File: config.mk
export PLATFORM = sky130hd
export DESIGN_NAME = pim_instr_encoder_flat
export DESIGN_NICKNAME = d
export VERILOG_FILES = /design/src/rtl/pim_instr_encoder_if.sv /design/src/rtl/pim_instr_encoder.sv /design/src/flat_wrapper.sv
export SDC_FILE = /design/constraint.sdc
export NUM_CORES = 1
export LEC_CHECK = 0
export BUFFER_PORTS_ARGS = -buffer_cell sky130_fd_sc_hd__buf_2
export CORE_UTILIZATION = 29
export DETAILED_ROUTE_END_ITERATION = 16
export PLACE_DENSITY = 0.58
export SLEW_MARGIN = 10
export SYNTH_ARGS = -nofsm -noshare
export SYNTH_HDL_FRONTEND = slang
export SYNTH_SLANG_ARGS = --single-unit
File: constraint.sdc
create_clock -name clk -period 5.1 [get_ports clk]
set_input_delay 1.275 -clock clk [delete_from_list [all_inputs] [get_ports clk]]
set_output_delay 1.275 -clock clk [all_outputs]
set_load 0.03 [all_outputs]
File: src/rtl/pim_instr_encoder_if.sv
// Command and instruction-word handshake bundle for pim_instr_encoder.
// master drives commands and consumes words; slave is the encoder.
interface pim_instr_encoder_if;
  logic        cmd_valid;
  logic        cmd_ready;
  logic [5:0]  cmd_opcode;
  logic [4:0]  cmd_rd;
  logic [4:0]  cmd_ra;
  logic [4:0]  cmd_rb;
  logic [31:0] cmd_imm;
  logic        out_valid;
  logic        out_ready;
  logic [31:0] out_word;
  logic        out_is_prefix;
  logic        out_is_pim;

  modport master (
    output cmd_valid, cmd_opcode, cmd_rd, cmd_ra,
    output cmd_rb, cmd_imm, out_ready,
    input  cmd_ready, out_valid, out_word,
    input  out_is_prefix, out_is_pim
  );

  modport slave (
    input  cmd_valid, cmd_opcode, cmd_rd, cmd_ra,
    input  cmd_rb, cmd_imm, out_ready,
    output cmd_ready, out_valid, out_word,
    output out_is_prefix, out_is_pim
  );
endinterface

File: src/rtl/pim_instr_encoder.sv
// Encodes scheduler commands into MicroBlaze-format words,
// inserting an IMM prefix when a 16-bit immediate cannot hold the value.
module pim_instr_encoder #(
  parameter int CNT_W         = 16,
  parameter bit EN_IMM_PREFIX = 1'b1
) (
  input  logic             clk,
  input  logic             rst_n,
  pim_instr_encoder_if.slave bus,
  output logic             cmd_err,
  output logic [CNT_W-1:0] pim_cnt,
  output logic [CNT_W-1:0] mem_cnt
);

  localparam logic [1:0] IDLE   = 2'd0;
  localparam logic [1:0] PREFIX = 2'd1;
  localparam logic [1:0] MAIN   = 2'd2;

  localparam logic [CNT_W-1:0] ONE = {{(CNT_W-1){1'b0}}, 1'b1};

  logic [1:0]  state;
  logic [31:0] word_q;
  logic [31:0] main_q;
  logic        pfx_q;
  logic        pim_q;
  logic        main_pim_q;

  logic        is_memr;
  logic        is_memi;
  logic        is_pim;
  logic        legal;
  logic        need_pfx;
  logic        open;
  logic        accept;
  logic        fire;
  logic [15:0] low;
  logic [31:0] main_w;
  logic [31:0] pfx_w;

  always_comb begin
    is_memr = 1'b0;
    is_memi = 1'b0;
    is_pim  = 1'b0;
    case (bus.cmd_opcode)
      6'b110000, 6'b110001, 6'b110010,
      6'b110100, 6'b110101, 6'b110110: is_memr = 1'b1;
      6'b111000, 6'b111001,
      6'b111100, 6'b111101:            is_memi = 1'b1;
      6'b010100, 6'b010101, 6'b010111,
      6'b110011, 6'b110111:            is_pim  = 1'b1;
      default: ;
    endcase
  end

  always_comb begin
    low = '0;
    unique case (1'b1)
      is_memi: low = bus.cmd_imm[15:0];
      is_pim:  low = {bus.cmd_rb, bus.cmd_imm[10:0]};
      default: low = {bus.cmd_rb, 11'b0};
    endcase
  end

  assign legal  = is_memr | is_memi | is_pim;
  assign main_w = {bus.cmd_opcode, bus.cmd_rd, bus.cmd_ra, low};
  assign pfx_w  = {6'b101100, 10'b0, bus.cmd_imm[31:16]};

  // Sign-extension of imm[15] already covers the upper half: no prefix.
  assign need_pfx = EN_IMM_PREFIX && is_memi &&
                    (bus.cmd_imm[31:16] != {16{bus.cmd_imm[15]}});

  assign open   = (state == IDLE) |
                  ((state == MAIN) & bus.out_ready);
  assign accept = bus.cmd_valid & open;
  assign fire   = bus.out_valid & bus.out_ready;

  assign bus.cmd_ready     = open;
  assign bus.out_valid     = (state != IDLE);
  assign bus.out_word      = word_q;
  assign bus.out_is_prefix = pfx_q;
  assign bus.out_is_pim    = pim_q;

  always_ff @(posedge clk or negedge rst_n) begin
    if (!rst_n) begin
      state      <= IDLE;
      word_q     <= '0;
      main_q     <= '0;
      pfx_q      <= 1'b0;
      pim_q      <= 1'b0;
      main_pim_q <= 1'b0;
      cmd_err    <= 1'b0;
      pim_cnt    <= '0;
      mem_cnt    <= '0;
    end else begin
      cmd_err <= accept & ~legal;
      if (fire && state == MAIN) begin
        if (pim_q) pim_cnt <= pim_cnt + ONE;
        else       mem_cnt <= mem_cnt + ONE;
      end
      case (state)
        PREFIX: begin
          if (bus.out_ready) begin
            state  <= MAIN;
            word_q <= main_q;
            pfx_q  <= 1'b0;
            pim_q  <= main_pim_q;
          end
        end
        IDLE, MAIN: begin
          if (open) begin
            if (accept && legal) begin
              state      <= need_pfx ? PREFIX : MAIN;
              word_q     <= need_pfx ? pfx_w : main_w;
              pfx_q      <= need_pfx;
              pim_q      <= is_pim;
              main_q     <= main_w;
              main_pim_q <= is_pim;
            end else begin
              state <= IDLE;
            end
          end
        end
        default: state <= IDLE;
      endcase
    end
  end

endmodule
File: src/flat_wrapper.sv
// flat-port wrapper written by rule: the top's interface ports become plain ports
module pim_instr_encoder_flat 
#(
  parameter int CNT_W         = 16,
  parameter bit EN_IMM_PREFIX = 1'b1
)
  (clk, rst_n, cmd_err, pim_cnt, mem_cnt, bus_cmd_valid, bus_cmd_opcode, bus_cmd_rd, bus_cmd_ra, bus_cmd_rb, bus_cmd_imm, bus_out_ready, bus_cmd_ready, bus_out_valid, bus_out_word, bus_out_is_prefix, bus_out_is_pim);
  pim_instr_encoder_if bus_i ();
  input  logic clk;
  input  logic rst_n;
  output logic cmd_err;
  output logic [CNT_W-1:0] pim_cnt;
  output logic [CNT_W-1:0] mem_cnt;
  input wire logic [$bits(bus_i.cmd_valid)-1:0] bus_cmd_valid;
  input wire logic [$bits(bus_i.cmd_opcode)-1:0] bus_cmd_opcode;
  input wire logic [$bits(bus_i.cmd_rd)-1:0] bus_cmd_rd;
  input wire logic [$bits(bus_i.cmd_ra)-1:0] bus_cmd_ra;
  input wire logic [$bits(bus_i.cmd_rb)-1:0] bus_cmd_rb;
  input wire logic [$bits(bus_i.cmd_imm)-1:0] bus_cmd_imm;
  input wire logic [$bits(bus_i.out_ready)-1:0] bus_out_ready;
  output wire logic [$bits(bus_i.cmd_ready)-1:0] bus_cmd_ready;
  output wire logic [$bits(bus_i.out_valid)-1:0] bus_out_valid;
  output wire logic [$bits(bus_i.out_word)-1:0] bus_out_word;
  output wire logic [$bits(bus_i.out_is_prefix)-1:0] bus_out_is_prefix;
  output wire logic [$bits(bus_i.out_is_pim)-1:0] bus_out_is_pim;
  assign bus_i.cmd_valid = bus_cmd_valid;
  assign bus_i.cmd_opcode = bus_cmd_opcode;
  assign bus_i.cmd_rd = bus_cmd_rd;
  assign bus_i.cmd_ra = bus_cmd_ra;
  assign bus_i.cmd_rb = bus_cmd_rb;
  assign bus_i.cmd_imm = bus_cmd_imm;
  assign bus_i.out_ready = bus_out_ready;
  assign bus_cmd_ready = bus_i.cmd_ready;
  assign bus_out_valid = bus_i.out_valid;
  assign bus_out_word = bus_i.out_word;
  assign bus_out_is_prefix = bus_i.out_is_prefix;
  assign bus_out_is_pim = bus_i.out_is_pim;
  pim_instr_encoder #(.CNT_W(CNT_W), .EN_IMM_PREFIX(EN_IMM_PREFIX)) u_core (.clk(clk), .rst_n(rst_n), .bus(bus_i), .cmd_err(cmd_err), .pim_cnt(pim_cnt), .mem_cnt(mem_cnt));
endmodule
# Word level (Yosys, flattened, before mapping)
# Cells that the tools add are included.
# totals
register_bits,102
# op_classes
addsub,2
n_eq_ne,21
n_mux,22
bitwise_logic,9
n_reduce_logical,15
# op_table
operator,n
$mux 32,4
$eq 6x6->1 const B,12
$pmux 32 s2,1
$add 16x1->16 const B,2
$pmux 16 s2,1
$eq 6x5->1 const B,3
$ne 16x16->1,1
$mux 1,9
$mux 2,4
$reduce_and 2->1,3
$reduce_or 6->1,1
$reduce_or 5->1,1
$and 1x1->1,4
$ne 2x1->1 const B,2
$pmux 1 s2,2
$pmux 2 s2,1
$reduce_and 4->1,1
$reduce_bool 2->1,2
$reduce_or 4->1,1
$logic_and 1x1->1,3
$or 1x1->1,3
$reduce_and 3->1,1
$eq 2x1->1 const B,1
$eq 2x2->1 const B,1
4 further kinds,5

# Depth between registers and ports, before layout
# Gate-level depths: netlist of the first run.
# logic_depth
depth_word,9
depth_mapped,7
depth_no_buf,6

# Worst setup path after synthesis of the first run
# Ideal clock, no wire load.
# synth_path
path_type,input to output
from,input bus_out_ready
to,output bus_cmd_ready
arrival_ps,1821
required_ps,3825
path_slack_ps,2004
path_stages,2
path_buffers,0
path_cell_list,inv_1 a21oi_1
# synth_between
elab_chain_cells,2
# synth_rtl
item,line,text
"start, declared",flat_wrapper.sv:20,input wire logic [$bits(bus_i.out_ready)-1:0] bus_out_ready;
$and 1x1->1,pim_instr_encoder.sv:73,((state == MAIN) & bus.out_ready);
$or 1x1->1,pim_instr_encoder.sv:72,assign open = (state == IDLE) |
"end, declared",flat_wrapper.sv:21,output wire logic [$bits(bus_i.cmd_ready)-1:0] bus_cmd_ready;
# Every way passes these cells.

# Worst setup path after layout of the first run
# layout_path
from,input bus_cmd_imm[26]
to,"register u_core.word_q[6], in the netlist u_core.bus.out_word[6]"
# layout_between
elab_chain_cells,6
# layout_rtl
item,line,text
"start, declared",flat_wrapper.sv:19,input wire logic [$bits(bus_i.cmd_imm)-1:0] bus_cmd_imm;
$ne 16x16->1,pim_instr_encoder.sv:70,(bus.cmd_imm[31:16] != {16{bus.cmd_imm[15]}});
$logic_and 1x1->1,pim_instr_encoder.sv:69,assign need_pfx = EN_IMM_PREFIX && is_memi &&
$mux 32,pim_instr_encoder.sv:113,word_q <= need_pfx ? pfx_w : main_w;
$mux 32,pim_instr_encoder.sv:111,if (accept && legal) begin
$mux 32,pim_instr_encoder.sv:110,if (open) begin
$pmux 32 s2,pim_instr_encoder.sv:100,case (state)
"end signal, assigned",pim_instr_encoder.sv:104,word_q <= main_q;
"end signal, assigned",pim_instr_encoder.sv:113,
"end, declared",pim_instr_encoder.sv:22,logic [31:0] word_q;
# Every way passes these cells. The select of a mux whose other input is x is not followed.
# A chain may end at the register's enable or synchronous reset.

==> qor.txt, run 1 <==
Critical Path Max Stage Delay - 0.74 ns
via count - 3850
RSZ-0062 raised after global routing - false
initial antenna violation count - 0
sequential share of the synthesized area - 0.550
status - complete, no violations
fmax - 315 MHz
DR WL/cell - 15.8 um
Worst Tran Pin Value - 1.02 ns
critical path, cell by cell - buf_2 > or4_4 > nor4_4 > o22ai_2 > a21oi_4 > a221oi_1
die extent in y - 129 um
Slew Viols, Final - 0
vias in the first global route - 3986
Mean Syn Cell Area - 10.3 sq um
#FFs+latches synth - 102
largest net degree at the start of global routing - 58
Synth-to-Final Area Change - 25.0%
post-CTS setup buffer count - 0
clock sinks - 102
Post-Syn Area - 4640 sq um
antenna-violating nets left - 0
synth unique cells - 50
pre-CTS setup slack - 1.54 ns
pwr dens - 409 nW/um^2
R2R Path Start - u_core.state[0]
Row Count - 45
post-layout min period - 3.18 ns
DRT Wirelength - 12500 um
die area - 16500 sq um
Hold Path Sink - u_core.pim_cnt[15]
Detail Placement HPWL - 8970 um
IO Port Bufs - 125
worst-path fanout max - 24
Layout Skew - 0.00442 ns
global-route wire length before repair - 20300 um
Crit-path slowest cell - a21oi_4
R2R Setup Slk - 2.53 ns
area of the multi-input gates - 1930 sq um
CTS Hold Bufs - 0
die width - 129 um
ant diodes - 0
# fillers - 1598
FF-to-FF End - u_core.bus.out_word[11]
Hold Crit Depth - 1
CTS Buffer Depth - 2
CTS tree - built
clk_lat worst skew - 0.34 ns
most frequent cells in the layout - 124 x buf_2, 102 x dfrtp_1, 94 x nand2_1
final hold viol count - 0
Core Region - 15400 sq um
Gate Count Post-Synth - 451
# DRC - 0
worst rel slew slack - 0.317
Final nets - 631
most common cell after layout, fill and taps aside - buf_2
asr flop ratio synth - 1.00
gr ovfl total - 0
Pre-antenna DRT Iters - 4
share of cells above drive strength 1 - 0.282
crit path DAT - 3.36 ns
total power - 0.00238 W
fin crit share - 0.623
ys flop type - dfrtp_1
io pins - 126
Pleak - 2.94 nW
Post-Syn Nets - 510
routed vias/inst - 4.89
# setup viols final - 0
number of synthesized flops with an enable pin - 0
hold wc startpoint - u_core.pim_cnt[15]
DR iter-0 viols - 189
Reg clk slew, reported paths - 0.07 ns
post-CTS sizing - 0
TNS Setup - 0 ns
Hold Path Class - flop to flop
Ys Warns - 0
Reg area - 2550 sq um
R2R cell count - 4
Setup crit start kind - input port
Root Buffer - clkbuf_16
worst vdd ir - 0.167 mV
routability cong. - 0.819
GRT Util Overall - 0.159
Max Cap Violations - 0
Starting Density - 0.301
Final WS setup - 1.92 ns
Worst EP required - 5.28 ns
CP Class - input port to flop
H-tree depth - 3
cts bufs inserted - 9
CP Capture Type - flop
==> worst max-delay path by stage <==
stage                             endpoint             from  slack [ns]  cells after the start
finish              u_core.bus.out_word[6]  bus_cmd_imm[26]        1.92                      6
global route        u_core.bus.out_word[1]  bus_cmd_imm[26]        1.80                      6
CTS                 u_core.bus.out_word[6]  bus_cmd_imm[26]        1.91                      6
detailed placement  u_core.bus.out_word[6]  bus_cmd_imm[26]        1.54                      6
global placement    u_core.bus.out_word[2]  bus_cmd_imm[26]        1.64                      6
floorplan                    bus_cmd_ready    bus_out_ready        2.00                      2
==> cell usage after synthesis (2+ instances only) <==
library cell | number | area share
nand2b_1 | 2 | 0.0027
ha_1 | 2 | 0.0054
buf_6 | 2 | 0.0048
and4_1 | 3 | 0.0057
nor2b_1 | 2 | 0.0027
mux2i_1 | 4 | 0.0086
xnor2_1 | 23 | 0.043
a21o_1 | 12 | 0.019
clkbuf_1 | 13 | 0.011
nor2_1 | 10 | 0.0081
nor3_1 | 7 | 0.0075
nand4_1 | 12 | 0.016
a221oi_2 | 4 | 0.013
o211ai_1 | 6 | 0.0097
nand3_1 | 17 | 0.018
o21ai_0 | 23 | 0.025
a22o_1 | 11 | 0.021
xor2_1 | 7 | 0.013
buf_2 | 5 | 0.0054
nand2_1 | 94 | 0.076
a21oi_1 | 8 | 0.0086
inv_1 | 16 | 0.013
o22ai_1 | 11 | 0.015
dfrtp_1 | 102 | 0.55
a221oi_1 | 12 | 0.023
and2_1 | 11 | 0.015
o21a_1 | 2 | 0.0032
and3_1 | 5 | 0.0067
nor4_1 | 4 | 0.0054
==> registers in the layout, summed over array words and instances, names as in the netlist <==
name / flops
u_core.bus.out_is_prefix: 1
u_core.main_pim_q: 1
u_core.bus.out_word: 32
u_core.bus.out_is_pim: 1
u_core.mem_cnt: 16
u_core.cmd_err: 1
u_core.pim_cnt: 16
u_core.main_q: 32
u_core.state: 2
==> per-layer routing <==
layer | track usage | vias up | wire length (um)
met4 | 0.0478 | 0 | 208
li1 | - | 1833 | -
met2 | 0.266 | 106 | 5990
met5 | 0 | - | 0
met1 | 0.200 | 1895 | 5630
met3 | 0.0428 | 16 | 646
==> where the power goes <==
group | internal, W | total [W] | switching, W
combinational | 0.000202 | 0.000590 | 0.000388
clock | 0.000435 | 0.000731 | 0.000296
sequential | 0.000952 | 0.00105 | 0.000102
==> worst max-delay path, delay by kind of cell <==
kind                   cells  cell delay, ns
buffers and inverters      1            0.11
AO/OA/AOI/OAI              3            1.16
AND/OR/NAND/NOR            2            0.80
==> through the flow <==
step	instances	hold slack, ns	cell area [sq um]	utilization
6_report	788	0.466	5810	0.376
5_1_grt	788	0.492	5810	0.376
4_1_cts	788	0.473	5810	0.376
3_5_place_dp	772	0.460	5490	0.356
3_3_place_gp	772	0.450	5490	0.356
2_1_floorplan	451	0.435	4640	-
==> cells by family after synthesis <==
logic type / Yosys count / share of synthesized area
AOI/OAI and AO/OA: 99 / 0.159
xor gates and xnor gates: 30 / 0.0566
adders and majority gates: 2 / 0.00539
buffers and inverters: 38 / 0.0361
DFF: 102 / 0.550
muxes: 5 / 0.0110
and+or+nand+nor: 175 / 0.182
==> layout make-up <==
| cell class | count | share of cell area |
|---|---|---|
| clock inverters | 2 | 0.00646 |
| repair buffers | 131 | 0.116 |
| inverters | 17 | 0.0110 |
| flip-flops and latches | 102 | 0.440 |
| well taps | 211 | 0.0455 |
| clock buffers | 14 | 0.0489 |
| multi-input cells | 311 | 0.333 |
No activity file was read; power rests on OpenSTA's default activity.
==> inputs of run 2 (changes only) <==
--- a/config.mk
+++ b/config.mk
@@ -5,6 +5,7 @@
 export SDC_FILE = /design/constraint.sdc
 export NUM_CORES = 1
 export LEC_CHECK = 0
+export ABC_AREA = 1
 export BUFFER_PORTS_ARGS = -buffer_cell sky130_fd_sc_hd__buf_2
 export CORE_UTILIZATION = 29
 export DETAILED_ROUTE_END_ITERATION = 16
==> constraint.sdc (replaced) <==
create_clock -name clk -period 3.1 [get_ports clk]
set_input_delay 0.775 -clock clk [delete_from_list [all_inputs] [get_ports clk]]
set_output_delay 0.775 -clock clk [all_outputs]
set_load 0.03 [all_outputs]
==> qor.txt, run 2 <==
Gate Count Post-Synth - 655 (+45%)
# fillers - 1869 (+17%)
io pins - 126 (unchanged)
Post-Syn Area - 5230 sq um (+13%)
antenna-violating nets left - 0 (unchanged)
Synth top area share - 0.488 (-0.0612)
initial antenna violation count - 0 (unchanged)
worst rel slew slack - 0.322 (+0.00438)
share of cells above drive strength 1 - 0.239 (-0.0434)
pwr dens - 614 nW/um^2 (+50%)
GRT Util Overall - 0.153 (-0.00559)
critical path, cell by cell - buf_4 > nor2_1 > inv_1 > buf_2
clk_lat worst skew - 0.35 ns (about the same)
Core Region - 17500 sq um (+13%)
fin crit share - 0.746
synth unique cells - 38 (-24%)
Slew Viols, Final - 0 (unchanged)
worst-path fanout max - 34 (+42%)
Synth-to-Final Area Change - 20.9%
global-route wire length before repair - 21800 um (+7.1%)
fin util - 0.362 (-0.0149)
Ys Warns - 0 (unchanged)
CP Class - flop to primary output
worst vdd ir - 0.340 mV (+100%)
RSZ-0062 raised after global routing - false
cts bufs inserted - 9 (unchanged)
TNS Setup - 0 ns (unchanged)
ys flop type - dfrtp_1
Layout Skew - 0.0108 ns (+0.00643 ns)
clock sinks - 102 (unchanged)
ant diodes - 0 (unchanged)
top cells by area, synth - dfrtp_1 49%, nand2_1 18%, nand3_1 5.1%, inv_1 3.7%, nor2_1 3.4%
Crit-path slowest cell - buf_4
CTS tree - built
gr ovfl total - 0 (unchanged)
H-tree depth - 3 (unchanged)
CTS Buffer Depth - 2 (unchanged)
Root Buffer - clkbuf_16
Detail Placement HPWL - 9380 um (+4.5%)
FF-to-FF End - u_core.bus.out_word[7]
Worst EP required - 2.32 ns (-2.96 ns)
Worst Tran Pin Value - 1.02 ns (-0.00658 ns)
Critical Path Max Stage Delay - 0.41 ns (-0.33 ns)
die extent in y - 136 um (+6.0%)
crit-path leading delay family - buffers and inverters
total power - 0.00388 W (+63%)
Mean Syn Cell Area - 7.98 sq um (-23%)
post-CTS setup buffer count - 0 (unchanged)
CTS Hold Bufs - 0 (unchanged)
post-layout min period - 2.31 ns
largest net degree at the start of global routing - 54 (-6.9%)
area of the multi-input gates - 2290 sq um (+19%)
DR WL/cell - 13.4 um (-15%)
R2R cell count - 10 (+6)
R2R Path Start - u_core.state[0]
R2R Setup Slk - 0.97 ns (-1.56 ns)
asr flop ratio synth - 1.00 (unchanged)
most frequent cells in the layout - 248 x nand2_1, 124 x buf_2, 102 x dfrtp_1
# DRC - 0 (unchanged)
Area after DPL - 6040 sq um (+10%)
Final nets - 832 (+32%)
Pleak - 3.51 nW (+20%)
CP Capture Type - primary output
routability cong. - 0.793 (-3.3%)
Starting Density - 0.299 (-0.00201)
IO Port Bufs - 125 (unchanged)
die area - 18600 sq um (+12%)
Yosys top cell by area - dfrtp_1
crit path DAT - 1.54 ns (-1.82 ns)
top-count cell post-synth - nand2_1
Pre-antenna DRT Iters - 4 (unchanged)
via count - 4429 (+15%)
Finished Cell Area - 6320 sq um (+8.8%)
post-CTS sizing - 0 (unchanged)
status - complete, no violations
Setup crit start kind - flop
Crit path buffers/inverters - 3 (+2)
Hold Path Class - input port to asynchronous set/reset pin
number of synthesized flops with an enable pin - 0 (unchanged)
Reg clk slew, reported paths - 0.07 ns (about the same)
vias in the first global route - 4251 (+6.6%)
most common cell after layout, fill and taps aside - nand2_1
routed vias/inst - 4.42 (-9.6%)
# setup viols final - 0 (unchanged)
DR iter-0 viols - 175 (-7.4%)
Row Count - 48 (+6.7%)
final hold viol count - 0 (unchanged)
DRT Wirelength - 13500 um (+7.9%)
sequential share of the synthesized area - 0.488 (-0.0612)
fmax - 433 MHz
die width - 136 um (+6.0%)
Post-Syn Nets - 714 (+40%)
#FFs+latches synth - 102 (unchanged)
Max Cap Violations - 0 (unchanged)
Reg area - 2550 sq um (unchanged)
Commonest cells post-synth - 248 x nand2_1, 102 x dfrtp_1, 53 x nand3_1
## run 2: cell count changes in the layout (fill, tap and decap cells not counted), moves of 10 or more
| cell | change |
|---|---|
| a21o_1 | -12 |
| a21oi_1 | +10 |
| a221oi_1 | -12 |
| a22o_1 | -11 |
| and2_1 | -10 |
| inv_1 | +35 |
| nand2_1 | +154 |
| nand3_1 | +36 |
| nand4_1 | -10 |
| nor2_1 | +39 |
| o22ai_1 | -11 |
| xnor2_1 | -13 |
| xor2_1 | +12 |
## run 2: worst register-to-register path: cells and delay by family, from the launching register on
kind                   cells  cell delay, ns
AND/OR/NAND/NOR            6            0.65
buffers and inverters      2            0.64
flip-flops                 1            0.40
AO/OA/AOI/OAI              2            0.33
## run 2: worst max path at each step
| stage | start | cells after the start | end |
|---|---|---|---|
| floorplan | bus_out_ready | 2 | bus_cmd_ready |
| global placement | bus_cmd_opcode[1] | 13 | u_core.bus.out_word[8] |
| detailed placement | bus_cmd_opcode[1] | 13 | u_core.bus.out_word[7] |
| CTS | u_core.state[0] | 4 | bus_out_valid |
| global route | u_core.state[0] | 4 | bus_out_valid |
| finish | u_core.state[0] | 4 | bus_out_valid |
## run 2: cell families after synthesis
| logic type | after synthesis | share of synthesized area |
|---|---|---|
| XOR/XNOR | 29 | 0.0486 |
| adder cells (fa/ha/maj) | 2 | 0.00479 |
| AND/OR/NAND/NOR | 387 | 0.327 |
| buffers and inverters | 83 | 0.0735 |
| flip-flops | 102 | 0.488 |
| multiplexers | 2 | 0.00431 |
| AO/OA/AOI/OAI | 50 | 0.0534 |
## run 2: area by class of cell
cell class,count,area share
tap,225,0.0446
inverter,57,0.0347
clock buffer,10,0.0378
sequential,102,0.404
timing repair buffer,133,0.111
multi-input combinational,470,0.362
clock inverter,6,0.00574
## run 2: metrics by stage
step | setup WS [ns] | hold slack, ns | cells
6_report | 0.789 | 0.348 | 1003
5_1_grt | 0.665 | 0.369 | 1003
4_1_cts | 0.757 | 0.349 | 1003
3_5_place_dp | 0.520 | 0.452 | 987
3_3_place_gp | 0.522 | 0.455 | 987
2_1_floorplan | 1.20 | 0.440 | 655
## run 2: power breakdown
| part | switching (W) | internal (W) |
|---|---|---|
| logic | 0.000734 | 0.000321 |
| clock network | 0.000521 | 0.000565 |
| registers | 0.000159 | 0.00158 |
| total | 0.00141 | 0.00247 |
## run 2: layer usage
metal | GRT usage | share of wire | vias up
met1 | 0.200 | 0.49 | 2058
met2 | 0.251 | 0.47 | 87
met3 | 0.0254 | 0.032 | 12
met4 | 0.0593 | 0.015 | 0
li1 | - | - | 2272
met5 | 0 | 0 | -
==> inputs of run 3 (changes only) <==
--- a/config.mk
+++ b/config.mk
@@ -9,7 +9,7 @@
 export BUFFER_PORTS_ARGS = -buffer_cell sky130_fd_sc_hd__buf_2
 export CORE_UTILIZATION = 29
 export DETAILED_ROUTE_END_ITERATION = 16
-export PLACE_DENSITY = 0.58
+export PLACE_DENSITY = 0.59
 export SLEW_MARGIN = 10
 export SYNTH_ARGS = -nofsm -noshare
 export SYNTH_HDL_FRONTEND = slang
==> constraint.sdc (replaced) <==
create_clock -name clk -period 1.9 [get_ports clk]
set_input_delay 0.475 -clock clk [delete_from_list [all_inputs] [get_ports clk]]
set_output_delay 0.475 -clock clk [all_outputs]
set_load 0.03 [all_outputs]
==> qor.txt, run 3 (synthesis gave the netlist of run 2 again) <==
routed vias/inst - 4.44 (+0.50%)
global-route wire length before repair - 22100 um (+1.3%)
CTS Hold Bufs - 0 (unchanged)
# DRC - 0 (unchanged)
share of cells above drive strength 1 - 0.261 (+0.0222)
die extent in y - 136 um (unchanged)
Hold Path Class - input port to asynchronous set/reset pin
DR iter-0 viols - 175 (unchanged)
CTS Buffer Depth - 2 (unchanged)
vias in the first global route - 4509 (+6.1%)
CP Class - flop to primary output
Worst EP required - 1.42 ns (-0.90 ns)
Pre-antenna DRT Iters - 4 (unchanged)
Final WS setup - 0.134 ns (-0.654 ns)
DRT Wirelength - 13200 um (-1.8%)
Synth-to-Final Area Change - 26.4%
Layout Skew - 0.00726 ns (-0.00358 ns)
H-tree depth - 3 (unchanged)
die width - 136 um (unchanged)
cts bufs inserted - 9 (unchanged)
io pins - 126 (unchanged)
clock sinks - 102 (unchanged)
post-layout min period - 1.77 ns
worst rel slew slack - 0.568 (+0.246)
pwr dens - 998 nW/um^2 (+62%)
# setup viols final - 0 (unchanged)
Detail Placement HPWL - 9680 um (+3.1%)
initial antenna violation count - 0 (unchanged)
Pleak - 3.66 nW (+4.3%)
most common cell after layout, fill and taps aside - nand2_1
ant diodes - 0 (unchanged)
Final nets - 855 (+2.8%)
CP Capture Type - primary output
status - complete, no violations
crit path DAT - 1.29 ns (-0.25 ns)
Max Cap Violations - 0 (unchanged)
worst-path fanout max - 4 (-88%)
DR WL/cell - 12.9 um (-3.9%)
Root Buffer - clkbuf_16
RSZ-0062 raised after global routing - false
GRT Util Overall - 0.152 (-0.000616)
fin crit share - 0.929
clk_lat worst skew - 0.35 ns (about the same)
Row Count - 48 (unchanged)
Crit-path slowest cell - dfrtp_1
critical path, cell by cell - inv_2 > o21ai_1 > buf_4 > inv_1 > buf_2
Crit path buffers/inverters - 4 (+1)
Reg clk slew, reported paths - 0.07 ns (about the same)
pre-CTS setup slack - -0.291 ns (-0.811 ns)
antenna-violating nets left - 0 (unchanged)
Critical Path Max Stage Delay - 0.42 ns (about the same)
die area - 18600 sq um (unchanged)
CTS tree - built
final hold viol count - 0 (unchanged)
Setup crit start kind - flop
fmax - 566 MHz
IO Port Bufs - 125 (unchanged)
total power - 0.00660 W (+70%)
Starting Density - 0.299 (unchanged)
crit-path leading delay family - flip-flops
gr ovfl total - 0 (unchanged)
most frequent cells in the layout - 248 x nand2_1, 124 x buf_2, 102 x dfrtp_1
worst vdd ir - 0.719 mV (+110%)
routability cong. - 0.782 (-1.3%)
largest net degree at the start of global routing - 40 (-26%)
Core Region - 17500 sq um (unchanged)
Slew Viols, Final - 0 (unchanged)
via count - 4549 (+2.7%)
Worst Tran Pin Value - 0.648 ns (-0.369 ns)
-- run 3: cell count changes in the layout (fill, tap and decap cells not counted), moves of 2 or more --
cell,before,now
bufinv_16,0,2
buf_4,8,25
clkinv_2,4,2
buf_12,1,7
-- run 3: final timing paths --
check	from	endpoint	slack, ns	cells past startpoint
worst max-delay path	u_core.state[1]	bus_cmd_ready	0.13	5
worst min-delay path	rst_n	u_core.mem_cnt[13]	0.05	1
worst min register to register	u_core.mem_cnt[15]	u_core.mem_cnt[15]	0.46	1
max in group asynchronous	rst_n	u_core.main_q[17]	1.32	2
min in group clk	bus_cmd_rd[4]	u_core.main_q[25]	0.33	3
worst max register to register	u_core.state[0]	u_core.pim_cnt[14]	0.24	10
-- run 3: routing by layer --
| metal | track usage | vias up | share of wire |
|---|---|---|---|
| li1 | - | 2317 | - |
| met1 | 0.198 | 2130 | 0.47 |
| met2 | 0.249 | 95 | 0.48 |
| met3 | 0.0377 | 7 | 0.039 |
| met4 | 0.0438 | 0 | 0.0092 |
| met5 | 0 | - | 0 |
-- run 3: what timing repair did --
action                                  in CTS  in global routing
setup buffers                                0                  2
endpoints found under the setup margin       0                 12
resized for setup                            0                  1
-- run 3: where the power goes --
group,internal [W],switching (W)
sequential,0.00258,0.000267
combinational,0.000569,0.00120
clock,0.00115,0.000826
-- run 3: cell type report --
class	count	area (sq um)
fill	1862	10900
multi-input combinational	470	2290
sequential	102	2550
tap	225	282
inverter	57	219
clock buffer	9	225
clock inverter	6	86.3
timing repair buffer	156	948
-- run 3: worst reg2reg max path, cell delays in order, from the launching register on --
cell and delay, ns:
dfrtp_1 0.42, clkinv_4 0.06, buf_4 0.12, nand2_2 0.07
nor2_4 0.16, nand2_4 0.14, nor2_8 0.13, nand3_4 0.10
nor2_4 0.12, nand4_1 0.08, and2_1 0.16
-- run 3: stage by stage --
step           hold slack [ns]  area (sq um)  std cells   util  setup TNS [ns]
2_1_floorplan            0.179          5230        655      -               0
3_3_place_gp             0.419          6280       1008  0.359           -3.66
3_5_place_dp             0.425          6280       1008  0.359           -5.76
4_1_cts                 0.0477          6590       1023  0.377               0
5_1_grt                 0.0575          6610       1025  0.378               0
6_report                0.0457          6610       1025  0.378               0
